**src/rtl/io_led_switch_ctrl.sv**
```systemverilog
// Memory-mapped LED output register and debounced switch input port.
// Combinational read path, registered LED writes, shared-count debouncer.
module io_led_switch_ctrl #(
    parameter logic [31:0] LED_BASE        = 32'hFFFF_FC60,
    parameter logic [31:0] SW_BASE         = 32'hFFFF_FC70,
    parameter logic [19:0] DEBOUNCE_CYCLES = 20'd200000
) (
    input  logic        clock,
    input  logic        rst_n,
    input  logic        ioRead,
    input  logic        ioWrite,
    input  logic [31:0] addr,
    input  logic [31:0] wdata,
    input  logic [23:0] switch_in,
    output logic [23:0] io_rdata,
    output logic [23:0] led_out
);

    localparam logic [31:0] LED_HI_ADDR = LED_BASE + 32'd2;
    localparam logic [31:0] SW_HI_ADDR  = SW_BASE + 32'd2;
    localparam logic [19:0] CNT_LAST    = DEBOUNCE_CYCLES - 20'd1;

    logic [23:0] r_led;
    logic [23:0] r_sync1;
    logic [23:0] r_sync2;
    logic [23:0] r_cand;
    logic [23:0] r_stable;
    logic [19:0] r_cnt;

    logic        w_led_lo;
    logic        w_led_hi;
    logic        w_sw_lo;
    logic        w_sw_hi;
    logic        w_unused;

    // Halfword decode: byte lane bit addr[0] plays no part.
    assign w_led_lo = (addr[31:1] == LED_BASE[31:1]);
    assign w_led_hi = (addr[31:1] == LED_HI_ADDR[31:1]);
    assign w_sw_lo  = (addr[31:1] == SW_BASE[31:1]);
    assign w_sw_hi  = (addr[31:1] == SW_HI_ADDR[31:1]);
    assign w_unused = ^{addr[0], wdata[31:16]};

    assign led_out = r_led;

    // LED register: each halfword window updates only its own bits.
    always_ff @(posedge clock or negedge rst_n) begin
        if (!rst_n) begin
            r_led <= '0;
        end else if (ioWrite) begin
            if (w_led_lo) begin
                r_led[15:0] <= wdata[15:0];
            end else if (w_led_hi) begin
                r_led[23:16] <= wdata[7:0];
            end
        end
    end

    // Two-flop synchronizer for the asynchronous board switches.
    always_ff @(posedge clock or negedge rst_n) begin
        if (!rst_n) begin
            r_sync1 <= '0;
            r_sync2 <= '0;
        end else begin
            r_sync1 <= switch_in;
            r_sync2 <= r_sync1;
        end
    end

    // Debouncer: any bit change restarts one shared saturating count.
    always_ff @(posedge clock or negedge rst_n) begin
        if (!rst_n) begin
            r_cand   <= '0;
            r_stable <= '0;
            r_cnt    <= '0;
        end else if (r_sync2 != r_cand) begin
            r_cand <= r_sync2;
            r_cnt  <= '0;
        end else if (r_cnt == CNT_LAST) begin
            r_stable <= r_cand;
        end else begin
            r_cnt <= r_cnt + 20'd1;
        end
    end

    // Read mux: zero unless a mapped window is read this cycle.
    always_comb begin
        io_rdata = '0;
        if (ioRead) begin
            unique case (1'b1)
                w_sw_lo:  io_rdata = {8'b0, r_stable[15:0]};
                w_sw_hi:  io_rdata = {16'b0, r_stable[23:16]};
                w_led_lo: io_rdata = {8'b0, r_led[15:0]};
                w_led_hi: io_rdata = {16'b0, r_led[23:16]};
                default:  io_rdata = '0;
            endcase
        end
    end

endmodule

```
**config.mk**
```make
export PLATFORM = sky130hd
export DESIGN_NAME = io_led_switch_ctrl
export DESIGN_NICKNAME = d
export VERILOG_FILES = /design/src/rtl/io_led_switch_ctrl.sv
export SDC_FILE = /design/constraint.sdc
export NUM_CORES = 1
export LEC_CHECK = 0
export BUFFER_PORTS_ARGS = -buffer_cell sky130_fd_sc_hd__buf_2
export CORE_AREA = 5 5 173 92
export CTS_BUF_LIST = sky130_fd_sc_hd__clkbuf_4 sky130_fd_sc_hd__clkbuf_8
export CTS_CLUSTER_DIAMETER = 100
export DETAILED_ROUTE_END_ITERATION = 7
export DIE_AREA = 0 0 178 97
export PLACE_DENSITY = 0.7
export SYNTH_ARGS = -nofsm -noshare
export SYNTH_HDL_FRONTEND = slang
export SYNTH_SLANG_ARGS = --single-unit
```
**constraint.sdc**
```tcl
create_clock -name clock -period 2.8 [get_ports clock]
set_input_delay 0.14 -clock clock [delete_from_list [all_inputs] [get_ports clock]]
set_output_delay 0.14 -clock clock [all_outputs]
set_load 0.005 [all_outputs]
```
== Yosys cells after proc, flatten, opt, wreduce, memory -nomap -nowiden ==
Cells that the tools add are included.

* Bits in registers: 140
* Bits in latches: 0
* Memory bits (writable): 0
* ROM bits: 0
* Bits of input ports: 92
* Output and inout port bits: 48
* Logic and storage cells: 24
* Memories kept: 0

* Add/sub/neg operators: 1
* Multipliers: 0
* Div/mod/pow operators: 0
* Order comparisons: 0
* Equal/unequal tests: 7
* Shifts and indexed selects: 0
* Mux-type cells: 4
* Bitwise logic cells: 2
* Reduce and logical (&&, ||, !) cells: 3

{| class="wikitable"
|+ Operators by type and width
! kind !! number
|-
| equality test 31 bit, second input constant || 4
|-
| one-hot mux 16 bit (4 select lines) || 1
|-
| two-way mux 20 bit || 2
|-
| inequality test 24 bit || 1
|-
| adder 20 x 1 -> 20 bit, second input constant || 1
|-
| equality test 20 x 18 -> 1 bit, second input constant || 1
|-
| two-way mux 16 bit || 1
|-
| AND reduction 2 bit || 2
|-
| AND reduction 3 bit || 1
|-
| inequality test 2 bit, second input constant || 1
|-
| NOT 1 bit || 2
|}

== Depth between registers and ports, before layout ==
Gate-level depths: netlist of run 1.

* Depth after elaboration: 3
* Depth in mapped cells: 8
* Depth with buffers taken out: 6

== Worst setup path before layout of run 1 ==
Ideal clock, no wire load.

* Path type: register -> register
* Start: reg r_cnt[0]
* End: reg r_stable[10]
* Setup time: 0.125 ns
* Arrival time: 1.886 ns
* Required time: 2.675 ns
* Path slack: 0.789 ns
* Cell stages (with the launch flop): 9
* Path buffers: 2
* Period minus slack after synthesis: 2.011 ns
* Path through: dfrtp_1 -> ha_1 -> nand2_1 -> or2_1 -> buf_2 -> nor3_4 -> nand3_2 -> buf_2 -> mux2_2

* Cells in the longest elaborated chain, start to end: 2

{| class="wikitable"
|+ Ends and longest elaborated chain
! item !! RTL line !! RTL
|-
| start: declaration || 28 || <nowiki>logic [19:0] r_cnt;</nowiki>
|-
| start signal: assignment || 81 || <nowiki>r_cnt <= r_cnt + 20'd1;</nowiki>
|-
| equality test 20 x 18 -> 1 bit || 78 || <nowiki>end else if (r_cnt == CNT_LAST) begin</nowiki>
|-
| AND reduction 2 bit (no source line) || - ||
|-
| end signal: assignment || 79 || <nowiki>r_stable <= r_cand;</nowiki>
|-
| end: declaration || 27 || <nowiki>logic [23:0] r_stable;</nowiki>
|}

Every way passes these cells.
A chain may end at the register's enable or synchronous reset.

== Worst setup path in the final report of run 1 ==
* Start: reg r_cand[23]
* End: reg r_cnt[6]

* Cells in the longest elaborated chain, start to end: 2
* Elaborated cells between the ends (all ways): 3
* Those cells by class: 2 x eq/ne; 1 x mux

{| class="wikitable"
|+ Ends and longest elaborated chain
! item !! RTL line !! RTL
|-
| start: declaration || 26 || <nowiki>logic [23:0] r_cand;</nowiki>
|-
| start signal: assignment || 76 || <nowiki>r_cand <= r_sync2;</nowiki>
|-
| inequality test 24 bit (*) || 75 || <nowiki>end else if (r_sync2 != r_cand) begin</nowiki>
|-
| inequality test 2 bit (no source line) or two-way mux 20 bit (tied branches) || - ||
|}

Every way passes the cells marked *; elsewhere a longest branch is shown, timed or not.

==> key figures, run 1 <==
Finish
  • Most common cell after layout, fill and taps aside: dfrtp_1
  • Layout cells sized above 1: 39.1%
  • Final core occ: around half
  • # fillers: 1217
  • Most frequent cells in the layout: 140 x dfrtp_1, 113 x buf_2, 41 x dlygate4sd3_1, 38 x mux2_2, 35 x nor2_1
  • P&R area growth vs syn: 27.8%
  • # diodes: 0
  • Nets@finish: 633

Floorplan
  • Die footprint: ~17000 um2
  • Die H: around 97 um
  • Initial Utilization: about two fifths
  • FP Rows: 31
  • Die Wd: approximately 180 um
  • Core area: 14200 um2
  • Top Ports: 140

CTS
  • Clock latency on the worst-skew pair: about 430 ps
  • Postcts setup bufs: 0
  • CTS tree: done
  • CTS Buffer Depth: 2
  • Clock Pin Slew Worst Setup and Hold Paths: 100 ps
  • Root buf cell: clkbuf_8
  • Resized Gates After CTS: 0
  • CTS H-tree depth: 4
  • Clk sinks: 140
  • Post-cts hold buffer count: around 40
  • Num CTS Buffers: 17

Logic synthesis
  • Sequential share of the synthesized area: between 60% and 70%
  • Warning count from the yosys run: 0
  • Unique masters post-synth: 39
  • Prevailing post-synth register cell: dfrtp_1
  • Post-synthesis compound-gate area fraction: 0.540%
  • Mapped cell area: around 5600 um2
  • Synth Area in Simple Gates: a little over a tenth
  • Number of synthesized flops with an enable pin: 0
  • Synth Area in Adders: 0.225%
  • Post-Synth XOR/XNOR Area: 6.46%
  • Flops & latches, synth: 140
  • Largest family of logic cells by synthesized area: multiplexers
  • Syn Inst Count: between 300 and 400
  • Post-synthesis mux area share: between 15 and 20%
  • Syn Area/Cell: 14.1 um2
  • Async set-reset flop share out of synthesis: 100%

Pwr
  • Post-layout power: ~4.1 mW
  • Register share of total power: between 50% and 60%
  • Comb pwr share: under 10%
  • Net Sw Frac: 24.1%
  • P_int: around 3.1 mW
  • Switching pwr: just under 1 mW
  • Power Density: 575 nW/um2
  • Leak: ~3.5 nW
  • VDD IR max: about 0.00039 V
  • Clock network power share: ~43%

Critical path
  • Crit path launch type: flop
  • CP Cell Sequence: xnor2_1 -> nand4_1 -> nor4_1 -> nand2_1 -> buf_4 -> nor2_1
  • CP Data Arrival Time: approximately 2700 ps
  • Class of the most critical setup path: flop to flop
  • CP required: approximately 3200 ps
  • Slowest-stage cell, CP: nor4_1
  • Max Fanout on Critical Path: 13
  • Worst path max stage delay: roughly 560 ps
  • Endpoint class of the critical path: flop

Timing
  • Slew Limit Fails: 0
  • Actual slew at the worst max-slew pin: approximately 670 ps
  • RSZ-0062 raised after global routing: no
  • Hold Fails Final Rpt: 0
  • TNS Setup: 0 ps
  • Skew final: approximately 17 ps
  • Fin Hold WS: ~250 ps
  • Fmax achieved: 425 MHz
  • Relative slew slack: a little under three fifths
  • Final setup violation count: 0
  • Crit path time final: between 2000 and 2500 ps
  • Crit share post-route: 84.0%

GRT
  • Pin count of the biggest net entering global routing: 69
  • Initial antenna violation count: 0
  • Gr ovfl total: 0
  • Global-route wire length before repair: between 20000 and 25000 um
  • Gr usage total: around 15%
  • Vias in the first global route: between 3000 and 4000

Routing
  • DR vias/cell: about 4.7
  • Post-DRT Antenna Nets: 0
  • Routed len/inst: 16.9 um
  • Starting DRT DRC Count: between 200 and 250
  • First-pass detailed-route iteration total: 4
  • Residual DRC: 0
  • Drt total wl: about 13000 um
  • Total number of vias: 3555

Place
  • HPWL after DPL: roughly 9000 um
  • IO Port Bufs: about 110
  • Placer Congestion: 0.809

Run status
  • Status: complete, no violations

Worst hold path
  • Hold Crit Class: primary input to asynchronous set/reset pin

Flow run
  • Max Cap Viol: 0
[synth_stat cells, types with 3 or more instances]
master,instances,share of area [%]
and3_1,8,0.90
buf_2,5,0.45
buf_4,8,1.1
clkbuf_1,27,1.8
dfrtp_1,140,63
mux2_2,38,7.7
mux2_4,10,2.7
mux2i_1,9,1.6
mux4_2,8,3.2
nand2_1,8,0.54
nand3_1,8,0.72
nand4_1,15,1.7
nor2_1,35,2.4
nor4_1,3,0.34
nor4b_1,4,0.63
xnor2_1,27,4.3
xor2_1,14,2.2
[layer usage]
| metal | track usage (%) | part of all wire [%] |
|---|---|---|
| met4 | 4.45 | 1.3 |
| met1 | 21.0 | 47 |
| met2 | 22.9 | 45 |
| met5 | 0 | 0 |
| met3 | 4.05 | 7.1 |
[cell type report]
cell class	instances	area, um2	share of cell area [%]
repair buffers	162	1050	14.8
flip-flops and latches	140	3500	49.3
clock inverters	15	200	2.82
clock buffers	17	234	3.29
multi-input cells	218	1860	26.2
well taps	198	248	3.49
inverters	1	3.75	0.0528
[final timing paths]
check                           start     endpoint  slack [ps]  depth (start not counted)
max                        r_cand[23]     r_cnt[6]         450                          6
min                             rst_n   r_sync1[1]         250                          2
max reg2reg                r_cand[23]     r_cnt[6]         450                          6
min reg2reg                r_sync1[8]   r_sync2[8]         350                          0
max in group asynchronous       rst_n    r_cnt[17]        1750                          3
min in group clock            addr[1]  led_out[20]         340                          3
[worst max-delay path, delay by kind of cell (launching register included)]
family                 cells  cell delay [ps]
AND/OR/NAND/NOR            4             1320
buffers and inverters      1              300
XOR/XNOR                   1              260
flip-flops                 1              410
[metrics by stage]
step,instance area (um2),setup slack [ps],cells
2_1_floorplan,5580,789,402
3_3_place_gp,6260,464,678
3_5_place_dp,6260,423,678
4_1_cts,7110,400,751
5_1_grt,7110,213,751
6_report,7110,448,751
[cell families (layout without fill, tap and decap cells)]
group                    count (synthesis)  after routing
adder cells (fa/ha/maj)                  1              1
other                                    1              8
buffers and inverters                   44            195
multiplexers                            65             65
AND/OR/NAND/NOR                         99             99
AO/OA/AOI/OAI                            4              4
flip-flops                             140            140
XOR/XNOR                                41             41
[power by group through the flow]
stage	Sequential [mW]	Clock [mW]	Combinational (mW)
3_3_place_gp	2.14	0	0.164
5_1_grt	2.11	1.91	0.235
6_report	2.10	1.77	0.212
3_5_place_dp	2.14	0	0.170
4_1_cts	2.10	1.82	0.214
2_1_floorplan	2.14	0	0.0725
[state kept, by name, indices dropped and copies added, names as in the netlist]
name / count
led_out: 24
r_cand: 24
r_stable: 24
r_sync1: 24
r_sync2: 24
r_cnt: 20
(Power assumes the default switching activity.)
==> inputs of run 2 (changes only) <==
--- a/config.mk
+++ b/config.mk
@@ -5,13 +5,14 @@
 export SDC_FILE = /design/constraint.sdc
 export NUM_CORES = 1
 export LEC_CHECK = 0
+export ABC_AREA = 1
 export BUFFER_PORTS_ARGS = -buffer_cell sky130_fd_sc_hd__buf_2
-export CORE_AREA = 5 5 173 92
+export CORE_AREA = 5 5 182 96
 export CTS_BUF_LIST = sky130_fd_sc_hd__clkbuf_4 sky130_fd_sc_hd__clkbuf_8
 export CTS_CLUSTER_DIAMETER = 100
 export DETAILED_ROUTE_END_ITERATION = 7
-export DIE_AREA = 0 0 178 97
-export PLACE_DENSITY = 0.7
+export DIE_AREA = 0 0 187 101
+export PLACE_DENSITY = 0.69
 export SYNTH_ARGS = -nofsm -noshare
 export SYNTH_HDL_FRONTEND = slang
 export SYNTH_SLANG_ARGS = --single-unit
==> constraint.sdc (replaced) <==
create_clock -name clock -period 2.39 [get_ports clock]
set_input_delay 0.1195 -clock clock [delete_from_list [all_inputs] [get_ports clock]]
set_output_delay 0.1195 -clock clock [all_outputs]
set_load 0.005 [all_outputs]
==> key figures, run 2 <==
Timing
  • Fmax achieved: 495 MHz (+16%)
  • Crit path time final: 2020 ps (-331 ps)
  • Hold Fails Final Rpt: 0 (unchanged)
  • Final setup violation count: 0 (unchanged)
  • Fin Hold WS: 190 ps (-56.0 ps)
  • Slew Limit Fails: 0 (unchanged)
  • RSZ-0062 raised after global routing: no
  • TNS Setup: 0 ps (unchanged)
  • Actual slew at the worst max-slew pin: 600 ps (-66.3 ps)
  • Crit share post-route: 84.6% (+0.57 points)
  • Skew final: 16.7 ps (-0.207 ps)
  • Relative slew slack: 60.0% (+4.7 points)

Logic synthesis
  • Prevailing post-synth register cell: dfrtp_1
  • Yosys top cell area share: 56.9% (-6.1 points)
  • Ranking of synthesized cells by area: dfrtp_1 57%, nand2_1 10%, nand4_1 6.3%
  • Dominant cell type by area after synthesis: dfrtp_1
  • Mapped cell area: 6160 um2 (+11%)
  • Syn Area/Cell: 8.76 um2 (-38%)
  • Cell with the most instances after synthesis: nand2_1
  • Warning count from the yosys run: 0 (unchanged)
  • Syn Inst Count: 703 (+78%)
  • Async set-reset flop share out of synthesis: 100% (unchanged)
  • Number of synthesized flops with an enable pin: 0 (unchanged)
  • Unique masters post-synth: 29 (-26%)
  • Sequential share of the synthesized area: 56.9% (-6.1 points)
  • Synth top cells by count: 168 x nand2_1, 140 x dfrtp_1, 71 x nor2_1
  • Flops & latches, synth: 140 (unchanged)

Critical path
  • Max Fanout on Critical Path: 24 (+11)
  • Worst path max stage delay: 400 ps (-160 ps)
  • CP Data Arrival Time: 2360 ps (-340 ps)
  • Bufs and invs on worst path: 1 (unchanged)
  • Worst path top cell family by delay: simple AND/OR/NAND/NOR gates
  • Class of the most critical setup path: flop to flop
  • Worst r2r dst: r_stable[23]
  • Worst r2r src: r_cnt[0]
  • Crit path to: r_stable[23]
  • Critical path startpoint: r_cnt[0]
  • Worst R2R Path Depth: 8 (+2)
  • Endpoint class of the critical path: flop
  • CP Depth: 8 (+2)
  • CP required: 2720 ps (-430 ps)
  • CP Cell Sequence: ha_1 -> nand3_1 -> nor2_1 -> nand3_2 -> inv_2 -> nand3_2 -> nand2_1 -> nand2_1
  • Crit path launch type: flop
  • R2R Setup Slk: 370 ps (-80 ps)
  • Slowest-stage cell, CP: nand3_2

GRT
  • Gr usage total: 15.8% (+0.81 points)
  • Global-route wire length before repair: 24000 um (+19%)
  • Vias in the first global route: 4809 (+26%)
  • Pin count of the biggest net entering global routing: 66 (-4.3%)
  • Gr ovfl total: 0 (unchanged)
  • Initial antenna violation count: 0 (unchanged)

Pwr
  • Net Sw Frac: 23.9% (-0.19 points)
  • Post-layout power: 4.78 mW (+17%)
  • Register share of total power: 51.7% (+0.3 points)
  • Comb pwr share: 5.0% (-0.2 points)
  • Switching pwr: 1.14 mW (+16%)
  • Leak: 3.84 nW (+11%)
  • P_int: 3.64 mW (+17%)
  • Power Density: 623 nW/um2 (+8.3%)
  • VDD IR max: 0.000383 V (-1.1%)
  • Clock network power share: 43.3% (about the same)

Place
  • IO Port Bufs: 114 (unchanged)
  • DP Cell Count: 986 (+45%)
  • HPWL after DPL: 10100 um (+12%)
  • Placer Congestion: 0.881 (+9.0%)

Flow run
  • Max Cap Viol: 0 (unchanged)

Finish
  • Most frequent cells in the layout: 168 x nand2_1, 140 x dfrtp_1, 113 x buf_2, 71 x nor2_1, 68 x inv_1
  • Footprint of the multi-input gates: 2130 um2 (+14%)
  • P&R area growth vs syn: 24.5%
  • # diodes: 0 (unchanged)
  • Nets@finish: 929 (+47%)
  • Most common cell after layout, fill and taps aside: nand2_1
  • # fillers: 1473 (+21%)
  • Reg area: 3500 um2 (unchanged)
  • Fin cells: 1059 (+41%)
  • Layout cells sized above 1: 21.7% (-17 points)

Floorplan
  • Top Ports: 140 (unchanged)
  • Core area: 15900 um2 (+12%)
  • FP Rows: 33 (+6.5%)
  • Die footprint: 18900 um2 (+9.4%)
  • Initial Utilization: 38.8% (-0.42 points)
  • Die H: 101 um (+4.1%)
  • Die Wd: 187 um (+5.1%)

CTS
  • Resized Gates After CTS: 0 (unchanged)
  • Clock Pin Slew Worst Setup and Hold Paths: 80 ps (-20 ps)
  • CTS H-tree depth: 4 (unchanged)
  • Postcts setup bufs: 0 (unchanged)
  • CTS Buffer Depth: 2 (unchanged)
  • CTS tree: done
  • Num CTS Buffers: 17 (unchanged)
  • Clk sinks: 140 (unchanged)
  • Root buf cell: clkbuf_8
  • Clock latency on the worst-skew pair: 450 ps (+20 ps)

Routing
  • Starting DRT DRC Count: 386 (+66%)
  • DR vias/cell: 4.81 (+1.6%)
  • Drt total wl: 14500 um (+14%)
  • Post-DRT Antenna Nets: 0 (unchanged)
  • Routed len/inst: 13.7 um (-19%)
  • First-pass detailed-route iteration total: 5 (+1)
  • Residual DRC: 0 (unchanged)
  • Total number of vias: 5093 (+43%)

Run status
  • Status: complete, no violations

Worst hold path
  • Hold Crit Class: primary input to asynchronous set/reset pin
==> run 2: cell types whose count changed after synthesis, sizes merged, moves of 9 or more <==
cell,change
inv,+69
nand4,+47
nand3,+28
nor3,+10
o21ai,+26
buf,+11
nor2,+54
nand2,+161
mux2i,-9
xnor2,-16
mux2,-48
==> run 2: timing repair <==
item,in CTS,in global routing
hold endpoints to repair,93,0
setup endpoints to repair,0,0
hold buffers,41,0
==> run 2: stage by stage <==
stage | worst slack, ps | area [um2] | utilization, %
global placement | 422 | 6830 | 43.1
CTS | 390 | 7670 | 48.4
global route | 178 | 7670 | 48.4
detailed placement | 398 | 6830 | 43.1
floorplan | 784 | 6180 | -
finish | 369 | 7670 | 48.4
==> run 2: power by group through the flow <==
stage / sequential [mW] / combinational [mW] / clock [mW]
after floorplan: 2.50 / 0.0866 / 0
after global placement: 2.52 / 0.186 / 0
after detailed placement: 2.52 / 0.187 / 0
after CTS: 2.47 / 0.240 / 2.14
after global routing: 2.48 / 0.272 / 2.24
final: 2.47 / 0.237 / 2.07
==> run 2: final cells by class <==
| cell class | instances | share of cell area [%] |
|---|---|---|
| clock inverters | 14 | 2.37 |
| inverters | 70 | 3.43 |
| well taps | 210 | 3.43 |
| multi-input cells | 442 | 27.8 |
| flip-flops and latches | 140 | 45.7 |
| repair buffers | 165 | 14.0 |
| clock buffers | 18 | 3.23 |
==> run 2: worst register-to-register path: stages (launching register included) <==
cell and delay (ps):
dfrtp_1 380, ha_1 210, nand3_1 180, nor2_1 170, nand3_2 180, inv_2 110, nand3_2 410, nand2_1 220
nand2_1 60
==> run 2: worst min-delay path by stage <==
stage,start,end,cells past startpoint
finish,rst_n,r_sync2[18],2
CTS,rst_n,r_sync2[18],2
global route,rst_n,r_sync2[18],2
floorplan,rst_n,led_out[0],0
detailed placement,rst_n,r_sync2[17],1
global placement,rst_n,r_sync2[17],1
==> run 2: logic make-up after synthesis <==
group	after synthesis	share of synthesized area, %
AND/OR/NAND/NOR	377	28.2
flip-flops	140	56.9
buffers and inverters	128	8.90
AO/OA/AOI/OAI	37	3.09
XOR/XNOR	19	2.70
adder cells (fa/ha/maj)	1	0.203
other	1	0.0609
==> run 2: per-layer routing <==
layer	track usage, %	vias to the layer above	share of wire (%)
met5	0	-	0
met4	4.26	0	0.84
met3	5.74	15	8.7
met2	22.3	183	41
met1	23.1	2403	49
li1	-	2492	-
==> inputs of run 3 (changes only) <==
--- a/config.mk
+++ b/config.mk
@@ -12,7 +12,7 @@
 export CTS_CLUSTER_DIAMETER = 100
 export DETAILED_ROUTE_END_ITERATION = 7
 export DIE_AREA = 0 0 187 101
-export PLACE_DENSITY = 0.69
+export PLACE_DENSITY = 0.72
 export SYNTH_ARGS = -nofsm -noshare
 export SYNTH_HDL_FRONTEND = slang
 export SYNTH_SLANG_ARGS = --single-unit
==> constraint.sdc (replaced) <==
create_clock -name clock -period 1.8 [get_ports clock]
set_input_delay 0.09 -clock clock [delete_from_list [all_inputs] [get_ports clock]]
set_output_delay 0.09 -clock clock [all_outputs]
set_load 0.005 [all_outputs]
==> key figures, run 3 (synthesis results as in run 2) <==
Run status
  • Status: complete, no violations

Routing
  • DR vias/cell: 4.75 (-1.2%)
  • Drt total wl: 14900 um (+2.9%)
  • Total number of vias: 5116 (+0.45%)
  • Starting DRT DRC Count: 329 (-15%)
  • Residual DRC: 0 (unchanged)
  • Post-DRT Antenna Nets: 0 (unchanged)
  • First-pass detailed-route iteration total: 5 (unchanged)
  • Routed len/inst: 13.9 um (+1.2%)

Critical path
  • Slowest-stage cell, CP: dfrtp_1
  • Worst path top cell family by delay: simple AND/OR/NAND/NOR gates
  • CP Cell Sequence: ha_2 -> nand3_2 -> inv_1 -> nand2_1 -> nor2_1 -> buf_4 -> nand4_1 -> nand3_1 -> nor2_1
  • Worst path max stage delay: 400 ps (about the same)
  • Crit path launch type: flop
  • CP Depth: 9 (+1)
  • Max Fanout on Critical Path: 5 (-79%)
  • Critical path startpoint: r_cnt[0]
  • Endpoint class of the critical path: flop
  • Most used cell along the critical path: nor2_1
  • Worst r2r src: r_cnt[0]
  • Class of the most critical setup path: flop to flop
  • Bufs and invs on worst path: 2 (+1)
  • R2R Setup Slk: 160 ps (-210 ps)
  • CP Data Arrival Time: 1980 ps (-380 ps)
  • CP required: 2140 ps (-580 ps)
  • Worst R2R Path Depth: 9 (+1)

Timing
  • Slew Limit Fails: 0 (unchanged)
  • Fmax achieved: 608 MHz (+23%)
  • Skew final: 11.4 ps (-5.32 ps)
  • RSZ-0062 raised after global routing: no
  • Crit path time final: 1650 ps (-376 ps)
  • TNS Setup: 0 ps (unchanged)
  • Relative slew slack: 65.4% (+5.4 points)
  • Final setup violation count: 0 (unchanged)
  • Crit share post-route: 91.4% (+6.8 points)
  • Actual slew at the worst max-slew pin: 519 ps (-80.7 ps)
  • Hold Fails Final Rpt: 0 (unchanged)

Floorplan
  • Top Ports: 140 (unchanged)
  • Core area: 15900 um2 (unchanged)
  • Die footprint: 18900 um2 (unchanged)
  • Initial Utilization: 38.8% (unchanged)
  • Die Wd: 187 um (unchanged)
  • FP Rows: 33 (unchanged)
  • Die H: 101 um (unchanged)

Worst hold path
  • Hold Crit Class: primary input to asynchronous set/reset pin

Finish
  • Fin cells: 1077 (+1.7%)
  • # fillers: 1499 (+1.8%)
  • Most common cell after layout, fill and taps aside: nand2_1
  • P&R area growth vs syn: 26.6%
  • Layout cells sized above 1: 23.8% (+2.1 points)
  • Most frequent cells in the layout: 167 x nand2_1, 140 x dfrtp_1, 113 x buf_2, 70 x nor2_1, 68 x inv_1
  • # diodes: 0 (unchanged)
  • Nets@finish: 947 (+1.9%)

GRT
  • Gr ovfl total: 0 (unchanged)
  • Initial antenna violation count: 1 (+1)
  • Vias in the first global route: 4943 (+2.8%)
  • Global-route wire length before repair: 25100 um (+4.5%)
  • Gr usage total: 16.6% (+0.79 points)
  • Pin count of the biggest net entering global routing: 55 (-17%)

Pwr
  • VDD IR max: 0.000602 V (+57%)
  • Comb pwr share: 5.3% (+0.3 points)
  • Register share of total power: 54.6% (+2.9 points)
  • Power Density: 770 nW/um2 (+24%)
  • P_int: 4.51 mW (+24%)
  • Switching pwr: 1.50 mW (+31%)
  • Net Sw Frac: 25.0% (+1.1 points)
  • Clock network power share: 40.0% (-3.3 points)
  • Post-layout power: 6.00 mW (+26%)
  • Leak: 3.91 nW (+1.9%)

CTS
  • Root buf cell: clkbuf_8
  • CTS H-tree depth: 4 (unchanged)
  • Clock Pin Slew Worst Setup and Hold Paths: 80 ps (about the same)
  • Clk sinks: 140 (unchanged)
  • Num CTS Buffers: 17 (unchanged)
  • Clock latency on the worst-skew pair: 450 ps (about the same)
  • CTS tree: done
  • CTS Buffer Depth: 2 (unchanged)

Place
  • Placer Congestion: 0.887 (+0.66%)
  • DP Cell Count: 1002 (+1.6%)
  • IO Port Bufs: 114 (unchanged)
  • HPWL after DPL: 10700 um (+6.8%)

Flow run
  • Max Cap Viol: 0 (unchanged)
run 3: final timing paths:
kind / endpoint
setup / recovery: r_cnt[14]
hold / removal: r_sync1[16]
setup reg to reg: r_cnt[14]
hold reg to reg: r_sync2[8]
max in group asynchronous: led_out[2]
min in group clock: led_out[3]
run 3: repair_timing:
action	4_1_cts	5_1_grt
pin swaps	0	1
buffers inserted	1	1
hold buffers	41	0
endpoints found under the setup margin	5	37
resized for setup	4	4
hold endpoints to repair	124	0
run 3: area by class of cell:
type	count	area (um2)	share of cell area [%]
sequential	140	3500	44.9
multi-input combinational	442	2150	27.6
timing repair buffer	183	1240	15.9
inverter	70	265	3.40
tap	210	263	3.37
clock buffer	17	234	3.00
clock inverter	15	138	1.77
run 3: per-layer routing:
metal  part of all wire, %  global-route usage [%]
met2                    41                    23.7
met4                  0.85                    4.43
met5                 0.087                       0
met3                   7.8                    5.36
met1                    50                    24.3
run 3: power by group through the flow:
stage	sequential [mW]	combinational, mW	clock [mW]
4_1_cts	3.28	0.326	2.46
5_1_grt	3.29	0.373	2.61
6_report	3.28	0.321	2.40
2_1_floorplan	3.32	0.115	0
3_3_place_gp	3.34	0.252	0
3_5_place_dp	3.34	0.256	0
run 3: worst reg2reg max path, delay by kind of cell (launching register included):
kind | cells | cell delay, ps
AND/OR/NAND/NOR | 6 | 630
flip-flops | 1 | 400
buffers and inverters | 2 | 290
adder cells (fa/ha/maj) | 1 | 230
run 3: through the flow:
stage               worst slack, ps  area, um2  utilization [%]  hold WS [ps]
floorplan                       194       6180                -          -206
global placement               42.6       6970             44.0          76.4
detailed placement             18.8       6970             44.0          81.1
CTS                            47.2       7770             49.0           168
global route                   1.14       7800             49.2           217
finish                          155       7800             49.2           166
